File: src/rtl/tx_interface_if.sv
// Bundle between the ALU result side and the UART tx core.
// The return-path block uses the slave view. The driver of results and tx_done uses the master view.
interface tx_interface_if #(
    parameter int unsigned DATA_BITS    = 8,
    parameter int unsigned RESULT_BYTES = 1
);
    logic [RESULT_BYTES*DATA_BITS-1:0] i_result;
    logic                              i_result_valid;
    logic                              i_tx_done;
    logic [DATA_BITS-1:0]              o_tx_data;
    logic                              o_tx_start;
    logic                              o_busy;
    logic                              o_frame_done;
    logic                              o_drop;
    logic                              o_error;

    modport slave (
        input  i_result, i_result_valid, i_tx_done,
        output o_tx_data, o_tx_start, o_busy, o_frame_done, o_drop, o_error
    );

    modport master (
        output i_result, i_result_valid, i_tx_done,
        input  o_tx_data, o_tx_start, o_busy, o_frame_done, o_drop, o_error
    );
endinterface

File: src/rtl/tx_interface.sv
// Captures an ALU result on a valid rising edge and sends it MSB byte first to the UART tx.
// Each byte waits for a tx_done rising edge before the next byte starts. A header byte and a per-byte timeout are optional.
module tx_interface #(
    parameter int unsigned          DATA_BITS      = 8,
    parameter int unsigned          RESULT_BYTES   = 1,
    parameter int unsigned          SEND_HEADER    = 0,
    parameter logic [DATA_BITS-1:0] HEADER_BYTE    = 8'hA5,
    parameter int unsigned          TIMEOUT_CYCLES = 0
) (
    input  logic          i_clk,
    input  logic          i_rst,
    tx_interface_if.slave bus
);
    localparam int unsigned RES_W    = RESULT_BYTES * DATA_BITS;
    localparam int unsigned HDR      = (SEND_HEADER != 0) ? 1 : 0;
    localparam int unsigned REM_INIT = RESULT_BYTES + HDR - 1;
    localparam int unsigned REM_W    = (REM_INIT > 0) ? $clog2(REM_INIT + 1) : 1;
    localparam int unsigned TMO_LAST = (TIMEOUT_CYCLES > 0) ? TIMEOUT_CYCLES - 1 : 0;
    localparam int unsigned TMO_W    = (TMO_LAST > 0) ? $clog2(TMO_LAST + 1) : 1;

    typedef enum logic {IDLE, WAIT} state_t;

    state_t               state_q, state_n;
    logic [RES_W-1:0]     sh_q, sh_n;
    logic [REM_W-1:0]     rem_q, rem_n;
    logic [TMO_W-1:0]     cnt_q, cnt_n;
    logic [DATA_BITS-1:0] data_q, data_n;
    logic                 start_q, start_n;
    logic                 busy_q, busy_n;
    logic                 fdone_q, fdone_n;
    logic                 drop_q, drop_n;
    logic                 err_q, err_n;
    logic                 valid_hist_q, done_hist_q;
    logic                 valid_rise, done_rise;

    // History resets high so that an input already asserted at reset release is not seen as an edge.
    assign valid_rise = bus.i_result_valid & ~valid_hist_q;
    assign done_rise  = bus.i_tx_done & ~done_hist_q;

    always_ff @(posedge i_clk or negedge i_rst) begin
        if (!i_rst) begin
            state_q      <= IDLE;
            sh_q         <= '0;
            rem_q        <= '0;
            cnt_q        <= '0;
            data_q       <= '0;
            start_q      <= 1'b0;
            busy_q       <= 1'b0;
            fdone_q      <= 1'b0;
            drop_q       <= 1'b0;
            err_q        <= 1'b0;
            valid_hist_q <= 1'b1;
            done_hist_q  <= 1'b1;
        end else begin
            state_q      <= state_n;
            sh_q         <= sh_n;
            rem_q        <= rem_n;
            cnt_q        <= cnt_n;
            data_q       <= data_n;
            start_q      <= start_n;
            busy_q       <= busy_n;
            fdone_q      <= fdone_n;
            drop_q       <= drop_n;
            err_q        <= err_n;
            valid_hist_q <= bus.i_result_valid;
            done_hist_q  <= bus.i_tx_done;
        end
    end

    always_comb begin
        state_n = state_q;
        sh_n    = sh_q;
        rem_n   = rem_q;
        cnt_n   = cnt_q;
        data_n  = data_q;
        start_n = 1'b0;
        busy_n  = busy_q;
        fdone_n = 1'b0;
        drop_n  = 1'b0;
        err_n   = 1'b0;
        case (state_q)
            IDLE: begin
                if (valid_rise) begin
                    if (HDR != 0) begin
                        data_n = HEADER_BYTE;
                        sh_n   = bus.i_result;
                    end else begin
                        data_n = bus.i_result[RES_W-1 -: DATA_BITS];
                        sh_n   = bus.i_result << DATA_BITS;
                    end
                    rem_n   = REM_W'(REM_INIT);
                    cnt_n   = '0;
                    start_n = 1'b1;
                    busy_n  = 1'b1;
                    state_n = WAIT;
                end
            end
            WAIT: begin
                drop_n = valid_rise;
                // A done edge takes priority over a timeout in the same cycle.
                if (done_rise) begin
                    if (rem_q != '0) begin
                        data_n  = sh_q[RES_W-1 -: DATA_BITS];
                        sh_n    = sh_q << DATA_BITS;
                        rem_n   = rem_q - REM_W'(1);
                        cnt_n   = '0;
                        start_n = 1'b1;
                    end else begin
                        busy_n  = 1'b0;
                        fdone_n = 1'b1;
                        state_n = IDLE;
                    end
                end else if (TIMEOUT_CYCLES > 0) begin
                    if (cnt_q == TMO_W'(TMO_LAST)) begin
                        busy_n  = 1'b0;
                        err_n   = 1'b1;
                        state_n = IDLE;
                    end else begin
                        cnt_n = cnt_q + TMO_W'(1);
                    end
                end
            end
            default: state_n = IDLE;
        endcase
    end

    assign bus.o_tx_data    = data_q;
    assign bus.o_tx_start   = start_q;
    assign bus.o_busy       = busy_q;
    assign bus.o_frame_done = fdone_q;
    assign bus.o_drop       = drop_q;
    assign bus.o_error      = err_q;
endmodule

File: src/flat_wrapper.sv
// flat-port wrapper written by rule: the top's interface ports become plain ports
module tx_interface_flat 
#(
    parameter int unsigned          DATA_BITS      = 8,
    parameter int unsigned          RESULT_BYTES   = 1,
    parameter int unsigned          SEND_HEADER    = 0,
    parameter logic [DATA_BITS-1:0] HEADER_BYTE    = 8'hA5,
    parameter int unsigned          TIMEOUT_CYCLES = 0
)
  (i_clk, i_rst, bus_i_result, bus_i_result_valid, bus_i_tx_done, bus_o_tx_data, bus_o_tx_start, bus_o_busy, bus_o_frame_done, bus_o_drop, bus_o_error);
  tx_interface_if #(.DATA_BITS(DATA_BITS), .RESULT_BYTES(RESULT_BYTES)) bus_i ();
  input  logic i_clk;
  input  logic i_rst;
  input wire logic [$bits(bus_i.i_result)-1:0] bus_i_result;
  input wire logic [$bits(bus_i.i_result_valid)-1:0] bus_i_result_valid;
  input wire logic [$bits(bus_i.i_tx_done)-1:0] bus_i_tx_done;
  output wire logic [$bits(bus_i.o_tx_data)-1:0] bus_o_tx_data;
  output wire logic [$bits(bus_i.o_tx_start)-1:0] bus_o_tx_start;
  output wire logic [$bits(bus_i.o_busy)-1:0] bus_o_busy;
  output wire logic [$bits(bus_i.o_frame_done)-1:0] bus_o_frame_done;
  output wire logic [$bits(bus_i.o_drop)-1:0] bus_o_drop;
  output wire logic [$bits(bus_i.o_error)-1:0] bus_o_error;
  assign bus_i.i_result = bus_i_result;
  assign bus_i.i_result_valid = bus_i_result_valid;
  assign bus_i.i_tx_done = bus_i_tx_done;
  assign bus_o_tx_data = bus_i.o_tx_data;
  assign bus_o_tx_start = bus_i.o_tx_start;
  assign bus_o_busy = bus_i.o_busy;
  assign bus_o_frame_done = bus_i.o_frame_done;
  assign bus_o_drop = bus_i.o_drop;
  assign bus_o_error = bus_i.o_error;
  tx_interface #(.DATA_BITS(DATA_BITS), .RESULT_BYTES(RESULT_BYTES), .SEND_HEADER(SEND_HEADER), .HEADER_BYTE(HEADER_BYTE), .TIMEOUT_CYCLES(TIMEOUT_CYCLES)) u_core (.i_clk(i_clk), .i_rst(i_rst), .bus(bus_i));
endmodule
File: config.mk
export PLATFORM = sky130hd
export DESIGN_NAME = tx_interface_flat
export DESIGN_NICKNAME = d
export VERILOG_FILES = /design/src/rtl/tx_interface_if.sv /design/src/rtl/tx_interface.sv /design/src/flat_wrapper.sv
export SDC_FILE = /design/constraint.sdc
export NUM_CORES = 1
export LEC_CHECK = 0
export ABC_AREA = 1
export CORE_UTILIZATION = 35
export DETAILED_ROUTE_END_ITERATION = 7
export PLACE_DENSITY_LB_ADDON = 0.1
export SLEW_MARGIN = 10
export SYNTH_ARGS = -nofsm -noshare
export SYNTH_HDL_FRONTEND = slang
export SYNTH_SLANG_ARGS = --single-unit
File: constraint.sdc
create_clock -name i_clk -period 0.9 [get_ports i_clk]
set_input_delay 0.27 -clock i_clk [delete_from_list [all_inputs] [get_ports i_clk]]
set_output_delay 0.27 -clock i_clk [all_outputs]
set_load 0.02 [all_outputs]
==> reports/results.tsv, run 1 <==
metric	value	unit
Top Ports	25	
post-synthesis sequential area ratio	64.5	%
hold depth	1	
Slew Limit Fails	0	
PortBufs	23	
Starting Density	38.0	%
Yosys top cell area share	55.6	%
DRT Wirelength	1300	um
post-synthesis register bit count	15	
largest net degree at the start of global routing	16	
core area	1540	um2
row cnt	14	
met2 Use GR	23.3	%
Sink Count	15	
share of cells above drive strength 1	45.1	%
Worst Skew	3.50	ps
largest area contributor in the netlist	dfrtp_1	
Setup TNS	-2140	ps
Finished Layout Cells	107	
WHS	213	ps
routed vias	507	
CP bufs+invs	1	
Placed Area	878	um2
gr ovfl total	0	
dominant delay contributor by cell family on the critical path	flip-flops	
fmax	907	MHz
CP Cell Sequence	buf_6	
reg2reg path depth	4	
WP data required	630	ps
worst skew pair latency	280	ps
Clk network pwr share	16.5	%
Sw Share	33.3	%
Peak VDD IR	0.00126	V
pwr/cell area	2310	nW/um2
Synth cell types	14	
Residual DRC	0	
syn nets	66	
r2r startpoint	u_core.valid_hist_q	
Longest Clk Path Bufs	2	
busiest layer in global routing	met2	
crit share post-route	122	%
met3 Usage GRT	2.98	%
Worst-path clk slew	90	ps
number of CTS-inserted buffers	3	
first-pass GRT wire length	2050	um
vias in the first global route	495	
Inst Count DP	98	
Die H	42.9	um
peak per-stage delay on the critical path	410	ps
worst-path fanout max	2	
Syn. warnings	0	
power share of the sequential group	41.0	%
GR met1 Demand/Resource	19.5	%
net count reported at finish	104	
Pleak	0.495	nW
synth-to-layout area growth	69.7	%
Int Pwr	1.53	mW
Root Buffer	clkbuf_4	
CTS H-tree depth	1	
status	complete, but fails checks	
RSZ-0062 raised after global routing	yes	
Final Hold Fails	0	
RR Endpoint	u_core.bus.o_tx_data[1]	
min-delay worst type	in2reg	
Die Area	1840	um2
kind of critical path	reg2out	
First DRT Iteration DRCs	2	
Area contributors post-synth	dfrtp_1 (56%), nand2_1 (12%), dfstp_2 (9.0%)	
Setup WS pre-CTS	-471	ps
Synth Area per Inst	10.8	um2
combinational share of power	42.6	%
element type at the critical path start	flip-flop	
TritonRoute pass-1 iters	4	
failing checks	setup timing	
Slowest cell on crit path	dfrtp_1	
maxcap violations	0	
setup ws final	-202	ps
critical path endpoint category	output pin	
Placer Congestion	0.734	
CTS tree	built	
Antenna diodes	0	
Hold Path Sink	u_core.valid_hist_q	
WP data arrival	830	ps
Tot GR Track Use	15.2	%
R2R setup slack	0	ps
Worst Hold Launch	bus_i_result_valid	
initial antenna violation count	0	
HPWL after detailed placement	819	um
Min Clock Period, post-route	1100	ps
fin area	993	um2
WL/cell	12.2	um
net switching component of the power	0.764	mW
drt via density	4.74	
DRT antenna net count	0	
Syn Inst Count	54	
Mapped Area	586	um2
Die X	42.9	um
Setup-failing EPs final	13	
[worst register-to-register path, cell delays in order, from the launching register on]
cell     delay [ps]
dfstp_2         570
inv_6            70
nand3_4          90
nand2_1          70
nand2_1          60
[stage by stage]
step / total power, mW / utilization, %
5_1_grt: 2.42 / 64.4
3_5_place_dp: 1.75 / 57.0
4_1_cts: 2.23 / 61.8
3_3_place_gp: 1.74 / 57.0
6_report: 2.30 / 64.4
2_1_floorplan: 1.28 / -
[worst max-delay path by stage]
stage / start / to / slack, ps / depth (start not counted)
floorplan: u_core.valid_hist_q / u_core.bus.o_busy / 40 / 3
global placement: bus_i_result_valid / u_core.bus.o_tx_data[2] / -430 / 4
detailed placement: bus_i_result_valid / u_core.bus.o_tx_data[1] / -470 / 4
CTS: u_core.bus.o_tx_data[3] / bus_o_tx_data[3] / -200 / 1
global route: u_core.bus.o_tx_data[5] / bus_o_tx_data[5] / -220 / 1
finish: u_core.bus.o_tx_data[7] / bus_o_tx_data[7] / -200 / 1
[layout make-up]
class                           instances  area, um2
Timing Repair Buffer                   35        350
Multi-Input combinational cell         34        199
Clock buffer                            3       22.5
Clock inverter                          1       5.00
Fill cell                             127        548
Tap cell                               16       20.0
Inverter                                3       18.8
Sequential cell                        15        378
[state kept, by name, summed over array words and instances, names as in the netlist]
signal,cells
u_core.bus.o_tx_data,8
u_core.bus.o_frame_done,1
u_core.bus.o_drop,1
u_core.bus.o_busy,1
u_core.bus.o_tx_start,1
u_core.state_q,1
u_core.done_hist_q,1
u_core.valid_hist_q,1
[Yosys cell counts, drive strengths merged]
library cell  count
buf               3
a21oi             1
nand4             8
dfstp             2
nand2            19
nand3             1
dfrtp            13
o21ai             1
inv               3
conb              1
nor2              2
[power by group through the flow]
stage	Sequential, mW	Combinational (mW)	Clock (mW)
3_5_place_dp	0.914	0.833	0
4_1_cts	0.930	0.910	0.393
6_report	0.941	0.978	0.378
5_1_grt	0.954	1.05	0.416
3_3_place_gp	0.913	0.827	0
2_1_floorplan	1.09	0.191	0
[cells in the final DEF, fill, tap and decap left out, types with 2 or more instances in the layout]
| master | instances |
|---|---|
| nand2_2 | 4 |
| dfstp_2 | 2 |
| clkbuf_4 | 3 |
| clkdlybuf4s50_1 | 10 |
| nand4_1 | 8 |
| buf_6 | 14 |
| nand3_4 | 2 |
| dfrtp_1 | 13 |
| nand2_1 | 15 |
| buf_4 | 9 |
[per-layer routing]
| metal | vias to the layer above | share of wire [%] |
|---|---|---|
| met4 | 0 | 1.7 |
| met5 | - | 0 |
| met3 | 4 | 6.5 |
| met2 | 20 | 49 |
| li1 | 250 | - |
| met1 | 233 | 43 |
[logic make-up after synthesis]
family,after synthesis,share of synthesized area (%)
compound gates,2,2.35
other cells,1,0.640
buf+inv,6,7.48
flops,15,64.5
simple gates,30,25.0
[repair_timing]
item / CTS / global route
setup buffers: 2 / 2
gates resized for setup: 74 / 13
pin swaps: 1 / 1
cloned: 1 / 0
hold buffers: 0 / 0
endpoints found under the setup margin: 24 / 23
Power figures use the tool's default switching activity.
==> inputs of run 2 (changes only) <==
--- a/config.mk
+++ b/config.mk
@@ -7,6 +7,7 @@
 export LEC_CHECK = 0
 export ABC_AREA = 1
 export CORE_UTILIZATION = 35
+export CTS_CLUSTER_SIZE = 40
 export DETAILED_ROUTE_END_ITERATION = 7
 export PLACE_DENSITY_LB_ADDON = 0.1
 export SLEW_MARGIN = 10
==> results of run 2 <==
No change in the layout: final DEF, timing and power equal those of run 1.
==> inputs of run 3 (changes only) <==
--- a/config.mk
+++ b/config.mk
@@ -9,7 +9,8 @@
 export CORE_UTILIZATION = 35
 export CTS_CLUSTER_SIZE = 40
 export DETAILED_ROUTE_END_ITERATION = 7
-export PLACE_DENSITY_LB_ADDON = 0.1
+export PLACE_DENSITY_LB_ADDON = 0.15
+export SKIP_LAST_GASP = 1
 export SLEW_MARGIN = 10
 export SYNTH_ARGS = -nofsm -noshare
 export SYNTH_HDL_FRONTEND = slang
==> run 3 against run 2 <==
Effect of this change:
- the flow still finishes with violations (setup timing)
- maximum frequency grew 0.86%
- flip-flop and latch count is the same
- clock power rose by 3%
- first-iteration DRC count rose to 5.5 times the previous value
==> reports/results.tsv, run 3 (synthesized netlist as in run 1, its figures left out) <==
metric	value	unit
maxcap violations	0	
Root Buffer	clkbuf_4	
r2r startpoint	u_core.valid_hist_q	
Sw Share	33.3	%
setup ws final	-193	ps
core area	1540	um2
Tot GR Track Use	19.1	%
CP bufs+invs	1	
drt via density	4.83	
Slowest cell on crit path	dfrtp_1	
Clk network pwr share	16.8	%
min-delay worst type	in2async	
Sink Count	15	
Starting Density	38.0	%
combinational share of power	42.8	%
WP data arrival	820	ps
DRT Wirelength	1410	um
worst skew pair latency	280	ps
first-pass GRT wire length	2520	um
CTS tree	built	
met3 WL	75	um
Die H	42.9	um
Die Area	1840	um2
net count reported at finish	105	
Top Layer Used	met4	
fmax	915	MHz
Residual DRC	0	
WP data required	630	ps
DRT antenna net count	0	
peak per-stage delay on the critical path	400	ps
Setup-failing EPs final	22	
crit share post-route	121	%
element type at the critical path start	flip-flop	
Placer Congestion	0.823	
Worst Skew	4.99	ps
max FFs per register	8	
net switching component of the power	0.774	mW
Min Clock Period, post-route	1090	ps
routed wl met2	687	um
Antenna diodes	0	
number of CTS-inserted buffers	3	
WHS	305	ps
PortBufs	23	
Worst-path clk slew	90	ps
share of cells above drive strength 1	45.7	%
routed vias	522	
largest net degree at the start of global routing	16	
crit path from	u_core.bus.o_tx_data[3]	
vias in the first global route	525	
Die X	42.9	um
CTS H-tree depth	1	
TritonRoute pass-1 iters	4	
initial antenna violation count	0	
worst-path fanout max	2	
Setup TNS	-2420	ps
Top Ports	25	
number of hold buffers added after cts	0	
dominant delay contributor by cell family on the critical path	flip-flops	
Longest Clk Path Bufs	2	
Slew Limit Fails	0	
Int Pwr	1.55	mW
synth-to-layout area growth	70.9	%
WL/cell	13.1	um
critical path endpoint category	output pin	
pwr/cell area	2320	nW/um2
commonest non-fill, non-tap cell in the layout	nand2_1	
status	complete, but fails checks	
gr ovfl total	0	
RSZ-0062 raised after global routing	yes	
First DRT Iteration DRCs	11	
CP Cell Sequence	buf_6	
HPWL after detailed placement	897	um
failing checks	setup timing	
row cnt	14	
met1 wire length	626	um
kind of critical path	reg2out	
Tot Pwr	2.32	mW
power share of the sequential group	40.3	%
commonest cells after routing, fill and taps aside	nand2_1 (14), buf_6 (13), dfrtp_1 (13)	
Peak VDD IR	0.00127	V
Pleak	0.500	nW
Final Hold Fails	0	
run 3: path summary, 6_finish.rpt:
check | end | slack, ps | depth (start not counted)
worst max-delay path | bus_o_tx_data[3] | -190 | 1
worst min-delay path | u_core.bus.o_tx_data[6] | 310 | 2
worst max register to register | u_core.bus.o_tx_data[6] | -40 | 3
worst min register to register | u_core.bus.o_tx_data[3] | 510 | 2
max in group asynchronous | u_core.done_hist_q | 390 | 2
min in group i_clk | u_core.done_hist_q | 430 | 1
run 3: routing by layer:
| layer | vias to the layer above | track usage, % |
|---|---|---|
| li1 | 256 | - |
| met1 | 242 | 26.8 |
| met2 | 20 | 27.6 |
| met3 | 4 | 4.26 |
| met4 | 0 | 9.38 |
| met5 | - | 0 |
run 3: layout make-up:
type                       count  area, um2
fill                         140        541
sequential                    15        378
timing repair buffer          35        350
multi-input combinational     34        201
clock buffer                   4       26.3
tap                           16       20.0
inverter                       3       18.8
timing repair inverter         1       6.26
run 3: power groups by stage:
stage	sequential [mW]	combinational (mW)	clock [mW]
after floorplan	1.09	0.191	0
after global placement	0.911	0.839	0
after detailed placement	0.913	0.847	0
after CTS	0.937	0.929	0.397
after global routing	0.952	1.07	0.433
final	0.937	0.995	0.391
run 3: what timing repair did:
item	4_1_cts	5_1_grt
cloned	2	0
setup buffers	1	2
resized for setup	79	8
pin swaps	5	2
setup endpoints to repair	22	24
run 3: through the flow:
stage	std cells	cell area, um2	setup slack (ps)	util (%)
2_1_floorplan	54	586	40.5	-
3_3_place_gp	99	886	-355	57.5
3_5_place_dp	99	886	-409	57.5
4_1_cts	106	968	-200	62.8
5_1_grt	108	1000	-225	64.9
6_report	108	1000	-193	64.9
